`src/rtl/hazard_ctrl_pkg.sv`:
```
// Shared pipeline package for the hazard controller and stage registers.
// Holds the multicycle FSM encoding, the default MEM timeout, and the
// packed stall/flush bundles that the top-level decode fills in.
package hazard_ctrl_pkg;

  typedef enum logic {
    RUN     = 1'b0,
    MD_WAIT = 1'b1
  } hz_state_e;

  localparam int unsigned MEM_TIMEOUT_DEF = 255;

  typedef struct packed {
    logic pc;
    logic ifid;
    logic idex;
    logic exmem;
    logic memwb;
  } stall_t;

  typedef struct packed {
    logic ifid;
    logic idex;
    logic exmem;
    logic memwb;
  } flush_t;

endpackage

```
`src/rtl/mem_wait_timer.sv`:
```
// Tracks consecutive data-memory wait cycles and raises a sticky error once
// the run length reaches MEM_TIMEOUT.
// Ports: clk, rst_n (async low), mem_wait (MEM stalled this cycle),
//        mem_err (sticky timeout flag, cleared only by reset).
module mem_wait_timer
  import hazard_ctrl_pkg::*;
#(
  parameter int unsigned MEM_TIMEOUT = MEM_TIMEOUT_DEF
) (
  input  logic clk,
  input  logic rst_n,
  input  logic mem_wait,
  output logic mem_err
);

  logic [7:0] wait_cnt_q, wait_cnt_d;
  logic       mem_err_q,  mem_err_d;

  always_comb begin
    wait_cnt_d = 8'd0;
    if (mem_wait)
      wait_cnt_d = (wait_cnt_q == 8'hFF) ? 8'hFF : wait_cnt_q + 8'd1;
    // Flag on the edge where the count lands on the limit; sticky after.
    mem_err_d = mem_err_q | (mem_wait & (wait_cnt_d == 8'(MEM_TIMEOUT)));
  end

  always_ff @(posedge clk or negedge rst_n) begin
    if (!rst_n) begin
      wait_cnt_q <= 8'd0;
      mem_err_q  <= 1'b0;
    end else begin
      wait_cnt_q <= wait_cnt_d;
      mem_err_q  <= mem_err_d;
    end
  end

  assign mem_err = mem_err_q;

endmodule

```
`src/rtl/hazard_ctrl.sv`:
```
// Pipeline hazard controller: resolves MEM waits, multicycle mul/div waits,
// taken branches and load-use hazards into per-stage stall/flush controls.
// Ports: clk, rst_n (async low); ID source regs/uses; EX load/rd, branch,
//        mul/div start/done; MEM req/ready; stall and flush per stage;
//        mem_err (sticky MEM timeout); stall_cycles (pc_stall cycle count).
module hazard_ctrl
  import hazard_ctrl_pkg::*;
#(
  parameter int unsigned MEM_TIMEOUT = MEM_TIMEOUT_DEF
) (
  input  logic        clk,
  input  logic        rst_n,
  input  logic [4:0]  id_rs1,
  input  logic [4:0]  id_rs2,
  input  logic        id_use_rs1,
  input  logic        id_use_rs2,
  input  logic        ex_MemRead,
  input  logic [4:0]  ex_rd,
  input  logic        ex_branch_taken,
  input  logic        ex_md_start,
  input  logic        ex_md_done,
  input  logic        mem_req,
  input  logic        mem_ready,
  output logic        pc_stall,
  output logic        ifid_stall,
  output logic        idex_stall,
  output logic        exmem_stall,
  output logic        memwb_stall,
  output logic        ifid_flush,
  output logic        idex_flush,
  output logic        exmem_flush,
  output logic        memwb_flush,
  output logic        mem_err,
  output logic [31:0] stall_cycles
);

  hz_state_e   state_q, state_d;
  logic        mem_wait, load_use, md_wait;
  stall_t      stall;
  flush_t      flush;
  logic [31:0] stall_cycles_q;

  assign mem_wait = mem_req & ~mem_ready;
  // Load-use is stateless: after one bubble the load has moved to MEM.
  assign load_use = ex_MemRead & (ex_rd != 5'd0) &
                    ((id_use_rs1 & (id_rs1 == ex_rd)) |
                     (id_use_rs2 & (id_rs2 == ex_rd)));

  // FSM: state register
  always_ff @(posedge clk or negedge rst_n) begin
    if (!rst_n) state_q <= RUN;
    else        state_q <= state_d;
  end

  // FSM: next state. A done that lands during a MEM wait is held off until
  // the wait clears; done is a level so it is still present then.
  always_comb begin
    state_d = state_q;
    unique case (state_q)
      RUN:     if (ex_md_start & ~ex_md_done) state_d = MD_WAIT;
      MD_WAIT: if (ex_md_done & ~mem_wait)    state_d = RUN;
      default: state_d = RUN;
    endcase
  end

  // FSM: outputs. The start cycle already stalls, before MD_WAIT is entered.
  always_comb begin
    md_wait = 1'b0;
    unique case (state_q)
      RUN:     md_wait = ex_md_start & ~ex_md_done;
      MD_WAIT: md_wait = ~ex_md_done;
      default: md_wait = 1'b0;
    endcase
  end

  // Priority decode; each branch stalls upstream and bubbles the first
  // stage downstream of the hold point, so no register is both held and
  // flushed.
  always_comb begin
    stall = '0;
    flush = '0;
    if (mem_wait) begin
      stall = '{pc: 1'b1, ifid: 1'b1, idex: 1'b1, exmem: 1'b1, memwb: 1'b0};
      flush.memwb = 1'b1;
    end else if (md_wait) begin
      stall = '{pc: 1'b1, ifid: 1'b1, idex: 1'b1, exmem: 1'b0, memwb: 1'b0};
      flush.exmem = 1'b1;
    end else if (ex_branch_taken) begin
      flush.ifid = 1'b1;
      flush.idex = 1'b1;
    end else if (load_use) begin
      stall.pc   = 1'b1;
      stall.ifid = 1'b1;
      flush.idex = 1'b1;
    end
  end

  assign pc_stall    = stall.pc;
  assign ifid_stall  = stall.ifid;
  assign idex_stall  = stall.idex;
  assign exmem_stall = stall.exmem;
  assign memwb_stall = stall.memwb;
  assign ifid_flush  = flush.ifid;
  assign idex_flush  = flush.idex;
  assign exmem_flush = flush.exmem;
  assign memwb_flush = flush.memwb;

  always_ff @(posedge clk or negedge rst_n) begin
    if (!rst_n)        stall_cycles_q <= 32'd0;
    else if (stall.pc) stall_cycles_q <= stall_cycles_q + 32'd1;
  end

  assign stall_cycles = stall_cycles_q;

  mem_wait_timer #(.MEM_TIMEOUT(MEM_TIMEOUT)) u_timer (
    .clk      (clk),
    .rst_n    (rst_n),
    .mem_wait (mem_wait),
    .mem_err  (mem_err)
  );

endmodule

```
`config.mk`:
```
export PLATFORM = sky130hd
export DESIGN_NAME = hazard_ctrl
export DESIGN_NICKNAME = d
export VERILOG_FILES = /design/src/rtl/hazard_ctrl_pkg.sv /design/src/rtl/mem_wait_timer.sv /design/src/rtl/hazard_ctrl.sv
export SDC_FILE = /design/constraint.sdc
export NUM_CORES = 1
export LEC_CHECK = 0
export CELL_PAD_IN_SITES_DETAIL_PLACEMENT = 1
export CELL_PAD_IN_SITES_GLOBAL_PLACEMENT = 1
export CORE_MARGIN = 1
export CORE_UTILIZATION = 35
export DETAILED_ROUTE_END_ITERATION = 8
export PLACE_DENSITY = 0.91
export SYNTH_ARGS = -nofsm -noshare
export SYNTH_HDL_FRONTEND = slang
export SYNTH_SLANG_ARGS = --single-unit
```
`constraint.sdc`:
```
create_clock -name clk -period 2.34 [get_ports clk]
set_input_delay 0.351 -clock clk [delete_from_list [all_inputs] [get_ports clk]]
set_output_delay 0.351 -clock clk [all_outputs]
set_load 0.05 [all_outputs]
```
Yosys cells after proc, flatten, opt, wreduce, memory -nomap -nowiden
Cells that the tools add are included.
{ "classes": {"n_addsub": 2, "n_eq_ne": 4, "mux": 18, "bitwise_logic": 14, "reduce_logical": 1} }
{ "ops": {"columns": ["op", "count"], "rows": [
  ["$add 32x1->32 const B", 1],
  ["$eq 8x8->1 const B", 2],
  ["$mux 8", 2],
  ["$eq 5x5->1", 2],
  ["$add 8x1->8 const B", 1],
  ["$and 1x1->1", 8],
  ["$mux 2", 4],
  ["$mux 1", 7],
  ["$mux 3", 2],
  ["$mux 5", 1],
  ["$reduce_bool 5->1", 1],
  ["$not 1->1", 4],
  ["$pmux 1 s2", 2],
  ["$or 1x1->1", 2]
]} }
{ "word_totals": {"regBits": 42} }

Longest topological paths before layout
{ "depth": {"depth_word": 8, "ltp_mapped": 8, "ltp_nobuf": 7} }

By module
Synthesis repeated with hierarchy kept, for this count alone.
{ "hier_totals": {"hier_cells": 218, "hier_area_um2": 2254.7} }
{ "modules_own_cells": {"columns": ["module", "instances", "cells_each", "area_per_inst_um2"], "rows": [
  ["hazard_ctrl", 1, 167, 1745.4],
  ["mem_wait_timer", 1, 51, 509.2]
]} }

Worst setup path before layout
No wires, ideal clock.
{ "synth_path": {"kind": "in2out", "start": "input mem_ready", "end": "output idex_flush", "arrival_time_ns": 2.037, "setup_slack_ns": -0.048, "cell_stages": 4, "n_path_buf": 1, "cell_sequence": "nand2b_1 -> clkbuf_1 -> nand2_1 -> a21oi_1"} }
{ "synth_via": {"elab_chain_len": 3} }
{ "synth_lines": {"columns": ["element", "line_no", "rtl"], "rows": [
  ["from (decl)", "hazard_ctrl.sv:23", "input logic mem_ready,"],
  ["$not 1->1", "hazard_ctrl.sv:43", "assign mem_wait = mem_req & ~mem_ready;"],
  ["$and 1x1->1", "hazard_ctrl.sv:43", null],
  ["$mux 3", "hazard_ctrl.sv:82", "if (mem_wait) begin"],
  ["to (decl)", "hazard_ctrl.sv:30", "output logic idex_flush,"]
]} }
No other way between the ends.

Worst setup path after layout
{ "layout_path": {"start": "input ex_rd[4]", "end": "output ifid_stall"} }
{ "layout_via": {"elab_chain_len": 8, "elab_cells_between_ends": 12} }
{ "layout_lines": {"columns": ["element", "line_no", "rtl"], "rows": [
  ["from (decl)", "hazard_ctrl.sv:18", "input logic [4:0] ex_rd,"],
  ["$eq 5x5->1 (on tied branches)", "hazard_ctrl.sv:46, hazard_ctrl.sv:47", null],
  ["$and 1x1->1 (on tied branches)", "hazard_ctrl.sv:46, hazard_ctrl.sv:47", null],
  ["$or 1x1->1", "hazard_ctrl.sv:46", "((id_use_rs1 & (id_rs1 == ex_rd)) |"],
  ["$and 1x1->1 (*)", "hazard_ctrl.sv:45", "assign load_use = ex_MemRead & (ex_rd != 5'd0) &"],
  ["$mux 2 (*)", "hazard_ctrl.sv:91", "end else if (load_use) begin"],
  ["$mux 2 (*)", "hazard_ctrl.sv:88", "end else if (ex_branch_taken) begin"],
  ["$mux 2 (*)", "hazard_ctrl.sv:85", "end else if (md_wait) begin"],
  ["$mux 5 (*)", "hazard_ctrl.sv:82", null],
  ["to (decl)", "hazard_ctrl.sv:25", "output logic ifid_stall,"]
]} }
Every way passes the cells marked *; elsewhere a longest branch is shown, timed or not.

==> metrics.txt <==
crit-path cells clkdlybuf4s50_1, or4_4, o21ai_4, nor2_2, a21oi_4, inv_2, buf_6; CP max FO 3; CTS tree done; Post-Synthesis Net Count 236; Die X 80.6 um; CTS max path bufs 2; Crit path largest cell delay 0.47 ns; Netlist cell types 37; Worst-Skew Late Latency 0.31 ns; Worst Path Buf+Inv 3; antenna diode count 0; Final Slew Violations 0; status finished, violations left; hold slack -0.0157 ns; drt pass-1 iters 4; class of the most critical setup path in2out; RePlAce Congestion 0.856; fin crit period 2.28 ns; I/O pin cnt 67; WL per Instance 17.2 um; post-detail-place hpwl 4.62 mm; WP data required 1.99 ns; drt total wl 6.21 mm; gr usage total 21.1%; fmax 0.438 GHz; H-Tree Depth 2; die area 0.00649 mm2; worst slew pin tran 0.547 ns; critical path's slowest cell clkdlybuf4s50_1; max_slew headroom 63.4%; first-pass GRT wire length 10.3 mm; max-cap check violation count 0; Vert. Die Dim 80.6 um; count leader, synth dfrtp_1; Async S/R FF share, synth 100%; pin count of the biggest net entering global routing 21; Post-synth EDFFs 0; reg-to-reg slack, setup 0.17 ns; # rows 28; top_reg_cell synth dfrtp_1; largest area contributor in the netlist dfrtp_1; fin nets 313; non-filler cells, final 362; Seq/Total Area, Yosys 48.7%; DRC violation count after routing 0; Post-Synthesis Cells 209; Worst Skew 0.00734 ns; number of routed nets with antenna violations 0; post-synth top area share 48.7%; syn_area_per_cell 10.3 um2; Starting Density 36.5%; FF-to-FF path depth 6; Initial DRC Count 74; post-placement cell area 0.00300 mm2; Reg clk slew, reported paths 0.08 ns; Worst R2R End stall_cycles[26]$_DFFE_PN0P_; DP Cell Count 353; crit path launch type input port; layout cells sized above 1 15.7%; post-DR vias/cell 5.21; Port-buffer cells 65; CTS Sinks 42; initial antenna violation count 0; synth top area cells dfrtp_1, xnor2_1, xor2_1; clock root buffer clkbuf_8; total gr overflow 0; peak supply drop 0.798 mV; setup violators final 0; hold crit path type in2async; failing checks hold timing; pwr/cell area 685 mW/mm2; vias in the first global route 2013; hold buffer count at CTS 0; Area growth syn-to-layout 45.4%; via count 1887; Pleak 1.34 nW; RSZ-0062 raised after global routing false; Post-Syn Area 0.00216 mm2; final instance area 0.00314 mm2; worst reg2reg startpoint stall_cycles[7]$_DFFE_PN0P_; Critical Path End Type output port; Final Hold Viols 18; Yosys warnings 0; CP Data Arrival Time 1.93 ns; setup TNS 0 ns; Seq cells post-synth 42; top cells by instance count after synthesis dfrtp_1, xnor2_1, nand2_1; Core ar. 0.00592 mm2; fin crit share 97.5%; TritonCTS Buffers 5; delay-heaviest family, CP buffers and inverters
## flip-flops by register name (all words and copies together), names as in the netlist
name / count
state_q: 1
u_timer.wait_cnt_q: 8
stall_cycles: 32
u_timer.mem_err: 1
## through the flow
stage               power, mW  utilization, %  worst slack (ns)
finish                   2.15            53.0            0.0590
global route             2.26            53.0           0.00652
CTS                      2.17            52.6           0.00787
detailed placement       1.65            50.6            -0.184
global placement         1.62            50.6           -0.0252
floorplan                1.34               -            0.0568
## cell type report
cell class,count,area (um2)
clock buffer,6,82.6
inverter,7,26.3
timing repair buffer,79,816
sequential,42,1050
clock inverter,2,12.5
fill,639,2780
multi-input combinational,151,1060
tap,75,93.8
## placed cells by master, fill, tap and decap left out, types with 2 or more instances in the layout
cell / Yosys / layout
clkdlybuf4s50_1: 0 / 52
dfrtp_1: 42 / 42
xnor2_1: 32 / 31
nand2_1: 19 / 19
nand4_1: 16 / 16
buf_4: 5 / 14
xor2_1: 13 / 13
nand3_1: 11 / 11
a21oi_1: 9 / 8
and3_1: 7 / 7
nor2_1: 8 / 7
nor3_1: 6 / 6
inv_1: 6 / 6
clkbuf_8: 0 / 6
buf_12: 0 / 6
nor4_1: 5 / 5
nand2b_1: 2 / 2
nor2b_1: 2 / 2
or4_4: 1 / 2
nor2_2: 1 / 2
nand4_2: 2 / 2
ha_1: 2 / 2
dlymetal6s2s_1: 0 / 2
dlygate4sd2_1: 0 / 2
buf_6: 1 / 2
## worst max path at each step
| stage | startpoint | end | slack (ns) | cells after the start |
|---|---|---|---|---|
| floorplan | mem_ready | ifid_flush | 0.06 | 4 |
| global placement | ex_rd[1] | ifid_stall | -0.03 | 7 |
| detailed placement | ex_rd[1] | stall_cycles[12]$_DFFE_PN0P_ | -0.18 | 10 |
| CTS | ex_rd[2] | ifid_stall | 0.008 | 7 |
| global route | ex_rd[4] | ifid_stall | 0.007 | 7 |
| finish | ex_rd[4] | ifid_stall | 0.06 | 7 |
## report_power, final
part	switching, mW	internal, mW
Clock	0.272	0.237
Combinational	0.454	0.282
Sequential	0.107	0.799
Total	0.833	1.32
## layer usage
| metal | vias to the layer above | wire length (um) | global-route usage, % |
|---|---|---|---|
| met5 | - | 0 | 0 |
| met4 | 0 | 114 | 5.89 |
| met3 | 14 | 353 | 5.80 |
| met2 | 49 | 3230 | 37.8 |
| met1 | 942 | 2520 | 24.4 |
| li1 | 882 | - | - |
## cell families (layout without fill, tap and decap cells)
family,Yosys count,in the layout,synth area share [%]
other,1,1,0.174
adders and majority gates,2,2,1.16
and+or+nand+nor,87,87,22.8
xor gates and xnor gates,45,45,18.3
AOI/OAI and AO/OA,16,16,4.93
DFF,42,42,48.7
buffers and inverters,16,94,4.00
## repair_timing
item / in CTS / in global routing
endpoints found under the setup margin: 2 / 4
resized for setup: 7 / 5
pin swaps: 1 / 3
setup buffers: 1 / 0
No activity file was read; power rests on OpenSTA's default activity.
